**src/rtl/vga_timing_pkg.sv**
```systemverilog
// Shared timing constants and helpers for the VGA raster generator.
// Each mode set bundles porch/sync geometry, polarities and the pixel-enable divider.
package vga_timing_pkg;

    typedef struct packed {
        int   h_active;
        int   h_fp;
        int   h_sync;
        int   h_bp;
        int   v_active;
        int   v_fp;
        int   v_sync;
        int   v_bp;
        logic h_pol;
        logic v_pol;
        int   pix_div;
    } vga_mode_t;

    // 800x600@72 Hz from a 50 MHz clock with pix_en held high.
    localparam vga_mode_t MODE_800X600_72 = '{
        h_active: 32'd800, h_fp: 32'd56, h_sync: 32'd120, h_bp: 32'd64,
        v_active: 32'd600, v_fp: 32'd37, v_sync: 32'd6,   v_bp: 32'd23,
        h_pol: 1'b0, v_pol: 1'b0, pix_div: 32'd1
    };

    // 640x480@60 Hz: 25 MHz pixel rate, pix_en every second clk of 50 MHz.
    localparam vga_mode_t MODE_640X480_60 = '{
        h_active: 32'd640, h_fp: 32'd16, h_sync: 32'd96, h_bp: 32'd48,
        v_active: 32'd480, v_fp: 32'd10, v_sync: 32'd2,  v_bp: 32'd33,
        h_pol: 1'b0, v_pol: 1'b0, pix_div: 32'd2
    };

    // Counter width able to hold 0..total-1, never narrower than one bit.
    function automatic int cnt_width(input int total);
        if ($clog2(total) < 32'sd1) begin
            return 32'sd1;
        end else begin
            return $clog2(total);
        end
    endfunction

endpackage

```
**src/rtl/vga_axis_counter.sv**
```systemverilog
// One raster axis: a wrapping position counter with sync-window and active-area decode.
// wrap pulses on the advance that returns the counter to 0, so it can chain the next axis.
module vga_axis_counter
    import vga_timing_pkg::*;
#(
    parameter int   ACTIVE = 32'sd800,
    parameter int   FP     = 32'sd56,
    parameter int   SYNC   = 32'sd120,
    parameter int   BP     = 32'sd64,
    parameter logic POL    = 1'b0,
    localparam int  TOTAL  = ACTIVE + FP + SYNC + BP,
    localparam int  W      = cnt_width(TOTAL)
) (
    input  logic         clk,
    input  logic         rst,
    input  logic         adv,
    output logic [W-1:0] count,
    output logic         wrap,
    output logic         sync,
    output logic         active
);

    if (FP < 32'sd1 || SYNC < 32'sd1 || BP < 32'sd1 || ACTIVE < 32'sd0 || TOTAL < 32'sd2) begin : g_param_check
        $error("vga_axis_counter: porch/sync widths must be >= 1 and total >= 2");
    end

    logic [W-1:0] count_r;
    logic         terminal_s;
    logic         in_sync_s;

    assign count      = count_r;
    assign terminal_s = (count_r == W'(TOTAL - 32'sd1));
    assign wrap       = adv & terminal_s;

    // Position counter: advance on adv, return to 0 after the last position.
    always_ff @(posedge clk) begin
        if (rst) begin
            count_r <= '0;
        end else if (adv) begin
            if (terminal_s) begin
                count_r <= '0;
            end else begin
                count_r <= count_r + 1'b1;
            end
        end
    end

    // Decode of the current position into sync level and active-area flag.
    always_comb begin
        in_sync_s = 1'b0;
        active    = 1'b0;
        if ((count_r >= W'(ACTIVE + FP)) && (count_r < W'(ACTIVE + FP + SYNC))) begin
            in_sync_s = 1'b1;
        end else begin
            in_sync_s = 1'b0;
        end
        if (count_r < W'(ACTIVE)) begin
            active = 1'b1;
        end else begin
            active = 1'b0;
        end
    end

    assign sync = in_sync_s ? POL : ~POL;

endmodule

```
**src/rtl/vga_timing_gen.sv**
```systemverilog
// Parametrised single-clock VGA raster timing generator; all outputs are registered
// one pix_en update behind the counters and describe the same pixel.
module vga_timing_gen
    import vga_timing_pkg::*;
#(
    parameter int   H_ACTIVE   = MODE_800X600_72.h_active,
    parameter int   H_FP       = MODE_800X600_72.h_fp,
    parameter int   H_SYNC     = MODE_800X600_72.h_sync,
    parameter int   H_BP       = MODE_800X600_72.h_bp,
    parameter int   V_ACTIVE   = MODE_800X600_72.v_active,
    parameter int   V_FP       = MODE_800X600_72.v_fp,
    parameter int   V_SYNC     = MODE_800X600_72.v_sync,
    parameter int   V_BP       = MODE_800X600_72.v_bp,
    parameter logic H_POL      = MODE_800X600_72.h_pol,
    parameter logic V_POL      = MODE_800X600_72.v_pol,
    parameter int   ADDR_SHIFT = 32'sd2,
    parameter int   ADDR_W_X   = 32'sd8,
    parameter int   ADDR_W_Y   = 32'sd8,
    localparam int  X_W        = cnt_width(H_ACTIVE + H_FP + H_SYNC + H_BP),
    localparam int  Y_W        = cnt_width(V_ACTIVE + V_FP + V_SYNC + V_BP)
) (
    input  logic                         clk,
    input  logic                         rst,
    input  logic                         pix_en,
    output logic                         h_sync_o,
    output logic                         v_sync_o,
    output logic                         in_disp_o,
    output logic [X_W-1:0]               x_o,
    output logic [Y_W-1:0]               y_o,
    output logic [ADDR_W_Y+ADDR_W_X-1:0] pixel_addr_o,
    output logic                         line_start_o,
    output logic                         frame_start_o
);

    logic [X_W-1:0]               h_cnt_s;
    logic [Y_W-1:0]               v_cnt_s;
    logic                         h_wrap_s;
    logic                         frame_end_unused_s;
    logic                         h_sync_s;
    logic                         v_sync_s;
    logic                         h_act_s;
    logic                         v_act_s;
    logic                         in_disp_s;
    logic                         line_start_s;
    logic                         frame_start_s;
    logic [ADDR_W_Y+ADDR_W_X-1:0] addr_s;

    logic                         h_sync_r;
    logic                         v_sync_r;
    logic                         in_disp_r;
    logic [X_W-1:0]               x_r;
    logic [Y_W-1:0]               y_r;
    logic [ADDR_W_Y+ADDR_W_X-1:0] addr_r;
    logic                         line_start_r;
    logic                         frame_start_r;

    vga_axis_counter #(
        .ACTIVE (H_ACTIVE),
        .FP     (H_FP),
        .SYNC   (H_SYNC),
        .BP     (H_BP),
        .POL    (H_POL)
    ) u_h_axis (
        .clk    (clk),
        .rst    (rst),
        .adv    (pix_en),
        .count  (h_cnt_s),
        .wrap   (h_wrap_s),
        .sync   (h_sync_s),
        .active (h_act_s)
    );

    // The vertical axis steps only on the horizontal wrap, which already includes pix_en.
    vga_axis_counter #(
        .ACTIVE (V_ACTIVE),
        .FP     (V_FP),
        .SYNC   (V_SYNC),
        .BP     (V_BP),
        .POL    (V_POL)
    ) u_v_axis (
        .clk    (clk),
        .rst    (rst),
        .adv    (h_wrap_s),
        .count  (v_cnt_s),
        .wrap   (frame_end_unused_s),
        .sync   (v_sync_s),
        .active (v_act_s)
    );

    // Pixel decode: display flag, blanked framebuffer address and start strobes.
    always_comb begin
        in_disp_s     = h_act_s & v_act_s;
        addr_s        = '0;
        line_start_s  = 1'b0;
        frame_start_s = 1'b0;
        if (in_disp_s) begin
            addr_s = {ADDR_W_Y'(v_cnt_s >> ADDR_SHIFT), ADDR_W_X'(h_cnt_s >> ADDR_SHIFT)};
        end else begin
            addr_s = '0;
        end
        if (pix_en && (h_cnt_s == '0)) begin
            line_start_s  = 1'b1;
            frame_start_s = (v_cnt_s == '0);
        end else begin
            line_start_s  = 1'b0;
            frame_start_s = 1'b0;
        end
    end

    // Output registers: levels load on pix_en and hold otherwise; strobes follow every clk.
    always_ff @(posedge clk) begin
        if (rst) begin
            h_sync_r      <= ~H_POL;
            v_sync_r      <= ~V_POL;
            in_disp_r     <= 1'b0;
            x_r           <= '0;
            y_r           <= '0;
            addr_r        <= '0;
            line_start_r  <= 1'b0;
            frame_start_r <= 1'b0;
        end else begin
            line_start_r  <= line_start_s;
            frame_start_r <= frame_start_s;
            if (pix_en) begin
                h_sync_r  <= h_sync_s;
                v_sync_r  <= v_sync_s;
                in_disp_r <= in_disp_s;
                x_r       <= h_cnt_s;
                y_r       <= v_cnt_s;
                addr_r    <= addr_s;
            end
        end
    end

    assign h_sync_o      = h_sync_r;
    assign v_sync_o      = v_sync_r;
    assign in_disp_o     = in_disp_r;
    assign x_o           = x_r;
    assign y_o           = y_r;
    assign pixel_addr_o  = addr_r;
    assign line_start_o  = line_start_r;
    assign frame_start_o = frame_start_r;

endmodule

```
**config.mk**
```make
export PLATFORM = sky130hd
export DESIGN_NAME = vga_timing_gen
export DESIGN_NICKNAME = d
export VERILOG_FILES = /design/src/rtl/vga_timing_pkg.sv /design/src/rtl/vga_axis_counter.sv /design/src/rtl/vga_timing_gen.sv
export SDC_FILE = /design/constraint.sdc
export NUM_CORES = 1
export LEC_CHECK = 0
export CORE_MARGIN = 3
export CORE_UTILIZATION = 35
export CTS_CLUSTER_SIZE = 12
export DETAILED_ROUTE_END_ITERATION = 8
export PLACE_DENSITY = 0.64
export SYNTH_ARGS = -nofsm -noshare
export SYNTH_HDL_FRONTEND = slang
export SYNTH_SLANG_ARGS = --single-unit
export TNS_END_PERCENT = 5
```
**constraint.sdc**
```tcl
create_clock -name clk -period 2.4 [get_ports clk]
set_clock_uncertainty 0.05 [all_clocks]
set_input_delay 0.48 -clock clk [delete_from_list [all_inputs] [get_ports clk]]
set_output_delay 0.48 -clock clk [all_outputs]
set_load 0.1 [all_outputs]
```
### Word level (Yosys, flattened, before mapping)

Cells that the tools add are included.

* multiplexer cells: 10
* eq/ne operators: 2
* magnitude comparators: 6
* reductions and logical operators: 6
* add/sub/neg operators: 2
* bitwise gates (word level): 3

Operators with widths (number)
* < comparator 11 x 10 -> 1 bit, second input constant: 2
* < comparator 10 bit, second input constant: 2
* two-way mux 16 bit: 1
* adder 11 x 1 -> 11 bit, second input constant: 1
* equality test 11 bit, second input constant: 1
* greater-or-equal comparator 11 x 10 -> 1 bit, second input constant: 1
* zero test 11 bit: 1
* two-way mux 11 bit: 1
* adder 10 x 1 -> 10 bit, second input constant: 1
* equality test 10 bit, second input constant: 1
* greater-or-equal comparator 10 bit, second input constant: 1
* zero test 10 bit: 1
* two-way mux 10 bit: 1
* two-way mux 1 bit: 7
* logical AND 1 bit: 3
* AND 1 bit: 2
* OR reduction 2 bit: 1
* inverter 1 bit: 1

* input bits: 3
* register bits after elaboration: 63

### Depth between registers and ports, before layout

Gate-level depths: netlist (run 1).

* depth after elaboration: 4
* mapped depth: 6

### Modules after synthesis

A second synthesis (run 1) with hierarchy kept.

* cells, all modules: 294
* area total of the unflattened synthesis: 2668.8 um2

Modules (own cells, without submodules)
* vga_timing_gen: cells an instance 161, area each 1524.0 um2, instances 1, seq. area each 840.8 um2
* vga_axis_counter at u_h_axis: cells an instance 71, area each 605.6 um2, instances 1, seq. area each 220.2 um2
* vga_axis_counter at u_v_axis: cells an instance 62, area each 539.3 um2, instances 1, seq. area each 200.2 um2

### Worst setup path after synthesis (run 1)

Ideal clock, no wire load.

* kind: flip-flop to flip-flop
* from: register u_h_axis.count_r[0] (netlist: u_h_axis.count[0])
* to: register u_v_axis.count_r[6] (netlist: u_v_axis.count[6])
* period minus slack after synthesis: 1.747 ns
* arrival: 1.630 ns
* library setup time: 0.067 ns
* required time: 2.283 ns
* setup slack: 0.653 ns
* stages on the path, launching flop included: 6
* cell sequence: dfxtp_1 ha_1 and4_1 nand4_4 or4_4 a21oi_2

* cells in the longest elaborated chain, start to end: 2

RTL lines
* start, declared: RTL line vga_axis_counter.sv:27 `logic [W-1:0] count_r;`
* start signal, assigned: RTL line vga_axis_counter.sv:43 `count_r <= count_r + 1'b1;`
* equality test 11 bit: RTL line vga_axis_counter.sv:32 `assign terminal_s = (count_r == W'(TOTAL - 32'sd1));`
* AND 1 bit: RTL line vga_axis_counter.sv:33 `assign wrap = adv & terminal_s;`
* end signal, assigned: RTL line vga_axis_counter.sv:43
* end, declared: RTL line vga_axis_counter.sv:27

No other way between the ends.
A chain may end at the register's enable or synchronous reset.

### Final worst setup path (run 1)

* from: register u_v_axis.count_r[7] (netlist: u_v_axis.count[7])
* to: register addr_r[10] (netlist: pixel_addr_o[10])

* cells in the longest elaborated chain, start to end: 4

RTL lines
* < comparator 10 bit: RTL line vga_axis_counter.sv:57 `if (count_r < W'(ACTIVE)) begin`
* two-way mux 1 bit: RTL line vga_axis_counter.sv:57
* AND 1 bit: RTL line vga_timing_gen.sv:92 `in_disp_s = h_act_s & v_act_s;`
* two-way mux 16 bit: RTL line vga_timing_gen.sv:96 `if (in_disp_s) begin`
* end signal, assigned: RTL line vga_timing_gen.sv:130 `addr_r <= addr_s;`
* end, declared: RTL line vga_timing_gen.sv:53 `logic [ADDR_W_Y+ADDR_W_X-1:0] addr_r;`

No other way between the ends.

==> key figures, run 1 <==
STA
  – Worst-margin pin slew: 1.01 ns
  – Minimum clock period: approximately 2.2 ns
  – RSZ-0062 raised after global routing: false
  – Fin crit share: 0.909
  – Achievable Freq: ~460 MHz
  – Setup ws final: 0.218 ns
  – WHS: 0.414 ns
  – Setup TNS: 0 ns
  – Fin. max-slew vios: 0
  – Setup Viol. Count Final: 0
  – Hold Vio Cnt, Final: 0
  – Slew Limit Headroom: 0.316

Power and ir drop
  – Int Pwr: 0.00173 W
  – Max rail drop VDD: 0.466 mV
  – Switching power total: 0.000495 W
  – LEAKAGE: 1.43 nW
  – Net Sw Frac: 0.223
  – Combinational Power Share: 0.056
  – Clock network power share: 0.467
  – PwrDens: 664 nW/um2
  – Sequential power share: 0.477

Critical path
  – Critical Path Slowest Stage Cell: nor4bb_1
  – Crit. End Element: flop
  – Max FO, Critical Path: 10
  – CP required: 2.63 ns
  – CP cell instances: or3_1 > nand3_1 > nor4bb_1 > a22o_1
  – CP arrival: 2.41 ns
  – RR Endpoint: pixel_addr_o[10]
  – Slowest stage delay, CP: around 0.88 ns
  – Worst r2r src: u_v_axis.count[7]
  – Critical Path Source Type: flop
  – Setup slack, reg-to-reg: 0.22 ns
  – Worst setup path category: flop to flop
  – Worst Reg-to-Reg Cells: 4

Clock network
  – Sink Count: 63
  – Worst-Skew Late Latency: about 0.34 ns
  – Setup Buffers After CTS: 0
  – Longest Clk Path Bufs: 2
  – Hold Buf Count CTS: 0
  – CTS-repair resized insts: 0
  – Clk root buf: clkbuf_8
  – Clk slew on worst S/H paths: 0.07 ns
  – TritonCTS clock tree: built
  – Num CTS Buffers: 9
  – CTS HTree Levels: 3

Synthesis
  – Register bit total from synthesis: 63
  – Number of synthesized flops with an enable pin: 0
  – Most used DFF post-synth: dfxtp_1
  – Synthesized area: 2690 um2
  – Ys async rst share: 0
  – Post-synthesis cell count: a little under 300
  – Sequential share of the synthesized area: 0.470
  – Synthesized area per cell: 9.13 um2
  – YS warnings: 0
  – Synth cell types: 44
  – Syn nets: ~300

Routing
  – Vias: 2,206
  – Final antenna-violating net count: 0
  – DR pass1 iterations: 4
  – Post-Route WL: 6320 um
  – 1st-iter DRT viols: 97
  – DRC Markers: 0
  – Post-DR vias/cell: 5.01
  – DR WL/cell: between 10 and 15 um

Layout
  – Fillcell total: roughly 700
  – Diodes inserted: 0
  – Design area: 3350 um2
  – Sequential cell area: approximately 1300 um2
  – P&R area growth vs syn: 24.7%
  – Share of cells above drive strength 1: 0.214
  – Nets: 344
  – Multi-input gate area: 1280 um2

Place
  – Post-place setup slack: 0.187 ns
  – Cell Area, Placed: 3120 um2
  – I/O Buffers: 44
  – Placer Congestion: 0.822
  – HPWL after DPL: about 4500 um

Floorplan
  – Core Rows: 31
  – Initial Utilization: 0.366
  – Die H: between 90 and 100 um
  – # IOs: 45
  – DIE AREA: 8760 um2
  – Die Wd: 93.6 um
  – Core Box Area: approximately 7300 um2

Global routing
  – GRT overflow: 0
  – Initial antenna violation count: 0
  – Maximum number of pins on one net before global-route repair: 38
  – Global-route wire length before repair: 10,600 um
  – Vias in the first global route: 2,045
  – Tot GR Track Use: 0.156

Run
  – Max-Cap Viols: 0

Min path
  – Worst min path class: flop to flop
  – Hold path depth: 2
  – Hold Path End: pixel_addr_o[14]
  – HP Start: pixel_addr_o[14]

Run status
  – Outcome: finished, final reports clean
[synthesized netlist by cell type (2+ instances only)]
cell / instances / share of area
dfxtp_1: 63 / 0.47
nor2_1: 42 / 0.059
mux2i_1: 21 / 0.078
nand2_1: 21 / 0.029
a21oi_1: 15 / 0.028
clkbuf_1: 15 / 0.021
nand3_1: 15 / 0.028
inv_1: 11 / 0.015
a22o_1: 10 / 0.033
o21ai_0: 9 / 0.017
nand4_1: 7 / 0.016
or3_1: 6 / 0.014
xnor2_1: 6 / 0.020
buf_2: 5 / 0.0093
ha_1: 5 / 0.023
xor2_1: 4 / 0.013
and3_1: 3 / 0.0070
nor3_1: 3 / 0.0056
and2_1: 2 / 0.0047
and4_1: 2 / 0.0065
nand2b_1: 2 / 0.0047
nor4bb_1: 2 / 0.0075
o211ai_1: 2 / 0.0056
o21ai_1: 2 / 0.0037
or4_1: 2 / 0.0056
[cell type report]
| class | instances | area share |
|---|---|---|
| well taps | 99 | 0.0370 |
| clock buffers | 13 | 0.0475 |
| inverters | 11 | 0.0123 |
| clock inverters | 3 | 0.0194 |
| multi-input cells | 197 | 0.382 |
| repair buffers | 54 | 0.125 |
| flip-flops and latches | 63 | 0.377 |
[critical path, delay by kind of cell, from the launching register on]
kind | cells | cell delay (ns)
compound gates | 1 | 0.23
flops | 1 | 0.40
simple gates | 3 | 1.45
[worst max-delay path by stage]
stage	end	depth (start not counted)	slack [ns]	start
global placement	pixel_addr_o[12]	4	0.21	rst
detailed placement	pixel_addr_o[6]	4	0.19	rst
finish	pixel_addr_o[10]	4	0.22	u_v_axis.count[7]
CTS	pixel_addr_o[6]	4	0.24	u_v_axis.count[7]
global route	pixel_addr_o[15]	4	0.08	u_v_axis.count[7]
floorplan	u_v_axis.count[6]	5	0.65	u_h_axis.count[0]
[power by group through the flow]
| stage | Sequential [W] | Clock [W] | Combinational [W] |
|---|---|---|---|
| floorplan | 0.00112 | 0 | 0.0000533 |
| global placement | 0.00108 | 0 | 0.000125 |
| detailed placement | 0.00108 | 0 | 0.000125 |
| CTS | 0.00106 | 0.00106 | 0.000125 |
| global route | 0.00106 | 0.00111 | 0.000134 |
| finish | 0.00106 | 0.00104 | 0.000125 |
[flip-flops by register name, indices dropped and copies added (netlist names)]
register	count
line_start_o	1
pixel_addr_o	16
u_v_axis.count	10
v_sync_o	1
in_disp_o	1
u_h_axis.count	11
h_sync_o	1
frame_start_o	1
y_o	10
x_o	11
[cells in the final DEF, fill, tap and decap left out, drive strengths merged]
| cell type | synthesis | final |
|---|---|---|
| a2111o | 1 | 1 |
| a21oi | 16 | 16 |
| a22o | 10 | 10 |
| a2bb2oi | 1 | 1 |
| a311oi | 1 | 1 |
| a32o | 1 | 1 |
| a41o | 1 | 1 |
| and2 | 2 | 2 |
| and3 | 3 | 3 |
| and4 | 2 | 2 |
| buf | 8 | 53 |
| bufinv | 0 | 2 |
| clkbuf | 15 | 13 |
| clkdlybuf4s50 | 0 | 1 |
| clkinv | 0 | 1 |
| dfxtp | 63 | 63 |
| ha | 5 | 5 |
| inv | 11 | 11 |
| mux2i | 21 | 21 |
| nand2 | 21 | 21 |
| nand2b | 2 | 2 |
| nand3 | 15 | 15 |
| nand4 | 9 | 9 |
| nand4bb | 1 | 1 |
| nor2 | 42 | 42 |
| nor2b | 1 | 1 |
| nor3 | 3 | 3 |
| nor4 | 2 | 2 |
| nor4bb | 2 | 2 |
| o211ai | 2 | 2 |
| o21ai | 11 | 11 |
| o311a | 1 | 1 |
| o32ai | 1 | 1 |
| o41ai | 1 | 1 |
| or3 | 6 | 6 |
| or4 | 3 | 3 |
| xnor2 | 6 | 6 |
| xor2 | 4 | 4 |
[stage by stage]
step	cells	util	power (W)
3_3_place_gp	424	0.426	0.00121
5_1_grt	440	0.457	0.00230
6_report	440	0.457	0.00222
3_5_place_dp	424	0.426	0.00121
2_1_floorplan	294	-	0.00118
4_1_cts	440	0.457	0.00225
[per-layer routing]
layer | global-route usage | wire [um]
met1 | 0.220 | 3170
met2 | 0.217 | 2620
met3 | 0.0451 | 395
met4 | 0.0746 | 136
met5 | 0 | 0
[logic make-up after synthesis]
logic type,count (synthesis),synth area share
simple gates,114,0.221
xor+xnor,10,0.0326
mux,21,0.0783
fa+ha+maj,5,0.0233
flops,63,0.470
compound gates,47,0.121
buf+inv,34,0.0541
Note: power is estimated with default switching activity, not from simulation.
==> run 2, diff against run 1 <==
--- a/config.mk
+++ b/config.mk
@@ -9,7 +9,7 @@
 export CORE_UTILIZATION = 35
 export CTS_CLUSTER_SIZE = 12
 export DETAILED_ROUTE_END_ITERATION = 8
-export PLACE_DENSITY = 0.64
+export PLACE_DENSITY = 0.6
 export SYNTH_ARGS = -nofsm -noshare
 export SYNTH_HDL_FRONTEND = slang
 export SYNTH_SLANG_ARGS = --single-unit
==> key figures, run 2 (synthesis results as in run 1) <==
Layout
  – Diodes inserted: 0
  – Largest register FFs: 16
  – Share of cells above drive strength 1: 0.215
  – Most common cell after layout, fill and taps aside: dfxtp_1
  – Fillcell total: 724
  – Most frequent cells in the layout: dfxtp_1 (63), buf_4 (53), nor2_1 (42), mux2i_1 (21), nand2_1 (21)
  – P&R area growth vs syn: 23.8%
  – Nets: 346

Power and ir drop
  – LEAKAGE: 1.42 nW
  – PwrDens: ~630 nW/um2
  – Max rail drop VDD: 0.303 mV

STA
  – Setup Viol. Count Final: 0
  – Achievable Freq: 465 MHz
  – WHS: between 0.4 and 0.5 ns
  – Minimum clock period: 2.15 ns
  – Slew Limit Headroom: 0.314
  – Worst-margin pin slew: 1.01 ns
  – Setup TNS: 0 ns
  – Hold Vio Cnt, Final: 0
  – RSZ-0062 raised after global routing: false
  – Fin. max-slew vios: 0
  – Fin crit share: 0.897

Clock network
  – CTS-repair resized insts: 0
  – Worst-Skew Late Latency: 0.33 ns
  – CTS HTree Levels: 3
  – Sink Count: 63
  – Setup Buffers After CTS: 0
  – TritonCTS clock tree: built
  – Clk root buf: clkbuf_8
  – Hold Buf Count CTS: 0
  – Clk slew on worst S/H paths: 0.07 ns
  – Longest Clk Path Bufs: 2
  – Num CTS Buffers: 9

Global routing
  – Initial antenna violation count: 0
  – Vias in the first global route: 2,151
  – Maximum number of pins on one net before global-route repair: 38
  – Tot GR Track Use: 0.158
  – Global-route wire length before repair: 10,800 um
  – GRT overflow: 0

Floorplan
  – Die Wd: approximately 94 um
  – Initial Utilization: 0.366
  – Core Rows: 31
  – DIE AREA: 8760 um2
  – # IOs: 45
  – Core Box Area: around 7300 um2
  – Die H: 93.6 um

Critical path
  – Max FO, Critical Path: 9
  – RR Endpoint: pixel_addr_o[6]
  – Delay-heaviest family, CP: simple AND/OR/NAND/NOR gates
  – Worst Reg-to-Reg Cells: 4
  – CP cell instances: or3_1 > nand3_1 > nor4bb_1 > a22o_1
  – Crit. End Element: flop
  – Worst Path Buf+Inv: 0
  – Worst r2r src: u_v_axis.count[8]
  – Worst setup path category: flop to flop
  – Critical Path Slowest Stage Cell: nor4bb_1
  – Slowest stage delay, CP: 0.88 ns
  – Setup slack, reg-to-reg: 0.25 ns
  – Critical Path Source Type: flop
  – CP arrival: 2.38 ns
  – CP required: about 2.6 ns

Run status
  – Outcome: finished, final reports clean

Min path
  – HP Start: pixel_addr_o[11]
  – Hold Path End: pixel_addr_o[11]
  – Worst min path class: flop to flop
  – Hold path depth: 2

Place
  – Placer Congestion: 0.848
  – I/O Buffers: 44
  – HPWL after DPL: 4530 um

Routing
  – DR WL/cell: 14.5 um
  – Post-Route WL: 6380 um
  – DRC Markers: 0
  – Final antenna-violating net count: 0
  – DR pass1 iterations: 4
  – Post-DR vias/cell: 4.98
  – Vias: 2,186
  – 1st-iter DRT viols: 171

Run
  – Max-Cap Viols: 0
## run 2: cell types whose count changed in the layout (fill, tap and decap cells not counted)
| cell | previous run | this run |
|---|---|---|
| clkbuf_1 | 2 | 1 |
| buf_4 | 51 | 53 |
| bufinv_16 | 2 | 1 |
| clkinv_2 | 1 | 0 |
## run 2: stage by stage
| stage | setup WS, ns | instance area [um2] | std cells | power, W | utilization |
|---|---|---|---|---|---|
| finish | 0.247 | 3320 | 439 | 0.00208 | 0.453 |
| global route | 0.0350 | 3320 | 439 | 0.00217 | 0.453 |
| CTS | 0.177 | 3320 | 439 | 0.00210 | 0.453 |
| detailed placement | 0.0873 | 3140 | 426 | 0.00121 | 0.428 |
| global placement | 0.213 | 3140 | 426 | 0.00121 | 0.428 |
| floorplan | 0.653 | 2690 | 294 | 0.00118 | - |
## run 2: worst max path at each step
stage / from / end / cells after the start
finish: u_v_axis.count[8] / pixel_addr_o[6] / 4
global route: u_v_axis.count[8] / pixel_addr_o[12] / 4
CTS: u_v_axis.count[8] / pixel_addr_o[15] / 4
detailed placement: rst / pixel_addr_o[15] / 4
global placement: rst / pixel_addr_o[12] / 4
floorplan: u_h_axis.count[0] / u_v_axis.count[6] / 5
## run 2: per-layer routing
metal	up-vias	global-route usage	part of all wire
met4	0	0.0626	0.016
li1	1111	-	-
met2	57	0.226	0.43
met5	-	0	0
met3	9	0.0426	0.065
met1	1009	0.223	0.49
## run 2: cell type report
class	count	area, um2	share of cell area
multi-input cells	197	1280	0.385
flip-flops and latches	63	1260	0.380
repair buffers	56	433	0.130
clock buffers	12	155	0.0467
well taps	99	124	0.0373
inverters	11	41.3	0.0124
clock inverters	1	30.0	0.00904
## run 2: tightest hold or removal path, stage by stage (launching register included)
cell and delay (ns):
dfxtp_1 0.31, nand2_1 0.06, a21oi_1 0.05
## run 2: where the power goes
group	internal, W	switching [W]
clock	0.000520	0.000377
combinational	0.0000325	0.0000923
sequential	0.00105	0.00000570
total	0.00161	0.000475
==> run 3, diff against run 2 <==
--- a/config.mk
+++ b/config.mk
@@ -9,8 +9,9 @@
 export CORE_UTILIZATION = 35
 export CTS_CLUSTER_SIZE = 12
 export DETAILED_ROUTE_END_ITERATION = 8
-export PLACE_DENSITY = 0.6
+export PLACE_DENSITY = 0.61
 export SYNTH_ARGS = -nofsm -noshare
 export SYNTH_HDL_FRONTEND = slang
+export SYNTH_HIERARCHICAL = 1
 export SYNTH_SLANG_ARGS = --single-unit
 export TNS_END_PERCENT = 5
==> key figures, run 3 <==
Run status
  – Outcome: finished, final reports clean

Synthesis
  – Synthesized area: roughly 2700 um2
  – Number of synthesized flops with an enable pin: 0
  – Ys async rst share: 0
  – YS warnings: 6
  – Syn nets: 302
  – Most used DFF post-synth: dfxtp_1
  – Synth cell types: 39
  – Synthesized area per cell: 9.08 um2
  – Most frequent cell after synthesis: dfxtp_1
  – Synth area leader: dfxtp_1
  – Yosys top cell area share: 0.473
  – Post-synthesis cell count: 294
  – Register bit total from synthesis: between 60 and 70
  – Sequential share of the synthesized area: 0.473
  – Largest cells by area after synthesis: dfxtp_1 (47%), nand2b_1 (6.6%), a21oi_1 (5.8%)
  – Commonest cells post-synth: dfxtp_1 (63), nor2_1 (38), a21oi_1 (31)

STA
  – Achievable Freq: approximately 460 MHz
  – Fin. max-slew vios: 0
  – Minimum clock period: 2.16 ns
  – Slew Limit Headroom: 0.690
  – Setup ws final: 0.241 ns
  – Setup Viol. Count Final: 0
  – Worst-margin pin slew: roughly 0.47 ns
  – Setup TNS: 0 ns
  – Hold Vio Cnt, Final: 0
  – Fin crit share: 0.899
  – RSZ-0062 raised after global routing: false

Clock network
  – Num CTS Buffers: 9
  – Longest Clk Path Bufs: 2
  – Worst-Skew Late Latency: 0.34 ns
  – Clk slew on worst S/H paths: 0.07 ns
  – Clk root buf: clkbuf_8
  – Sink Count: 63
  – Hold Buf Count CTS: 0
  – TritonCTS clock tree: built
  – CTS HTree Levels: 3

Floorplan
  – Core Box Area: 7330 um2
  – Die Wd: 93.3 um
  – Initial Utilization: 0.364
  – # IOs: 45
  – Die H: 93.3 um
  – Core Rows: 31
  – DIE AREA: 8710 um2

Routing
  – Post-Route WL: 6110 um
  – Final antenna-violating net count: 0
  – DR pass1 iterations: 4
  – 1st-iter DRT viols: 108
  – Vias: 2,206
  – DR WL/cell: between 10 and 15 um
  – Post-DR vias/cell: a little under 5
  – DRC Markers: 0

Critical path
  – CP arrival: around 2.3 ns
  – Worst r2r src: u_h_axis/count[0]
  – Setup slack, reg-to-reg: around 0.24 ns
  – CP required: 2.58 ns
  – Setup crit end: u_v_axis/count[5]
  – Worst setup path category: flop to flop
  – Critical Path Source Type: flop
  – Worst Reg-to-Reg Cells: 9
  – RR Endpoint: u_v_axis/count[5]
  – Crit path launch: u_h_axis/count[0]
  – Max FO, Critical Path: 8
  – Crit. End Element: flop

Place
  – HPWL after DPL: 4230 um
  – I/O Buffers: 44
  – Placer Congestion: 0.806
  – Post-place setup slack: 0.150 ns

Power and ir drop
  – Sequential power share: 0.507
  – Combinational Power Share: 0.062
  – Max rail drop VDD: 0.254 mV
  – Clock network power share: 0.431
  – LEAKAGE: ~1.3 nW
  – PwrDens: 626 nW/um2
  – Int Pwr: 0.00160 W
  – Switching power total: a little under 0.0005 W
  – Net Sw Frac: 0.237

Layout
  – Largest register FFs: 16
  – Nets: between 300 and 400
  – Share of cells above drive strength 1: 0.230
  – Most frequent cells in the layout: dfxtp_1 (62), buf_4 (56), nor2_1 (38), a21oi_1 (31), nand2b_1 (28)
  – Diodes inserted: 0
  – Most common cell after layout, fill and taps aside: dfxtp_1
  – P&R area growth vs syn: 25.3%

Run
  – Max-Cap Viols: 0

Global routing
  – GRT overflow: 0
  – Initial antenna violation count: 0
  – Tot GR Track Use: 0.152
  – Maximum number of pins on one net before global-route repair: 53
  – Vias in the first global route: 2,108
  – Global-route wire length before repair: 10,300 um

Min path
  – Worst min path class: flop to flop
-- run 3: power by group through the flow --
stage	logic (W)	clock network, W	registers (W)
floorplan	0.0000563	0	0.00113
global placement	0.000130	0	0.00109
detailed placement	0.000130	0	0.00109
CTS	0.000130	0.000926	0.00106
global route	0.000140	0.000982	0.00106
finish	0.000129	0.000904	0.00106
-- run 3: logic make-up after synthesis --
group	after synthesis	share of synthesized area
and+or+nand+nor	133	0.272
AOI/OAI and AO/OA	40	0.0830
DFF	63	0.473
muxes	12	0.0450
buffers and inverters	23	0.0445
adders and majority gates	5	0.0234
xor gates and xnor gates	18	0.0591
-- run 3: area by class of cell --
class                      count  area, um2
clock buffer                  13        149
timing repair buffer          58        435
multi-input combinational    208       1310
clock inverter                 3       42.5
inverter                       7       26.3
tap                           99        124
fill                         744       3990
sequential                    63       1260
-- run 3: what timing repair did --
action / in CTS / in global routing
hold endpoints to repair: 0 / 0
setup buffers: 0 / 0
resized for setup: 0 / 5
setup endpoints to repair: 0 / 10
-- run 3: worst min path at each step --
stage / depth (start not counted) / endpoint / startpoint
after floorplan: 2 / pixel_addr_o[9] / u_v_axis/count[3]
final: 2 / x_o[2] / x_o[2]
after detailed placement: 2 / pixel_addr_o[4] / pixel_addr_o[4]
after global routing: 2 / pixel_addr_o[6] / pixel_addr_o[6]
after CTS: 2 / pixel_addr_o[4] / pixel_addr_o[4]
after global placement: 2 / in_disp_o / in_disp_o
-- run 3: worst max-delay path, cell delays in order, from the launching register on --
cell and delay, ns:
dfxtp_1 0.45, ha_2 0.28, nand2_1 0.08, nor4b_1 0.31, and2_1 0.26, nand4_1 0.14, buf_4 0.18, nor2_1 0.11
xnor2_1 0.13, nor2_1 0.06
-- run 3: layer usage --
| layer | wire length, um | GRT usage |
|---|---|---|
| met1 | 2970 | 0.211 |
| met2 | 2780 | 0.220 |
| met3 | 294 | 0.0515 |
| met4 | 59 | 0.0501 |
| met5 | 0 | 0 |
-- run 3: per-stage QoR --
| stage | utilization | cells | hold slack [ns] | instance area, um2 | total power [W] |
|---|---|---|---|---|---|
| 5_1_grt | 0.456 | 451 | 0.435 | 3340 | 0.00218 |
| 6_report | 0.456 | 451 | 0.422 | 3340 | 0.00210 |
| 3_5_place_dp | 0.428 | 435 | 0.413 | 3140 | 0.00122 |
| 3_3_place_gp | 0.428 | 435 | 0.401 | 3140 | 0.00121 |
| 2_1_floorplan | - | 294 | 0.421 | 2670 | 0.00119 |
| 4_1_cts | 0.454 | 451 | 0.425 | 3330 | 0.00212 |
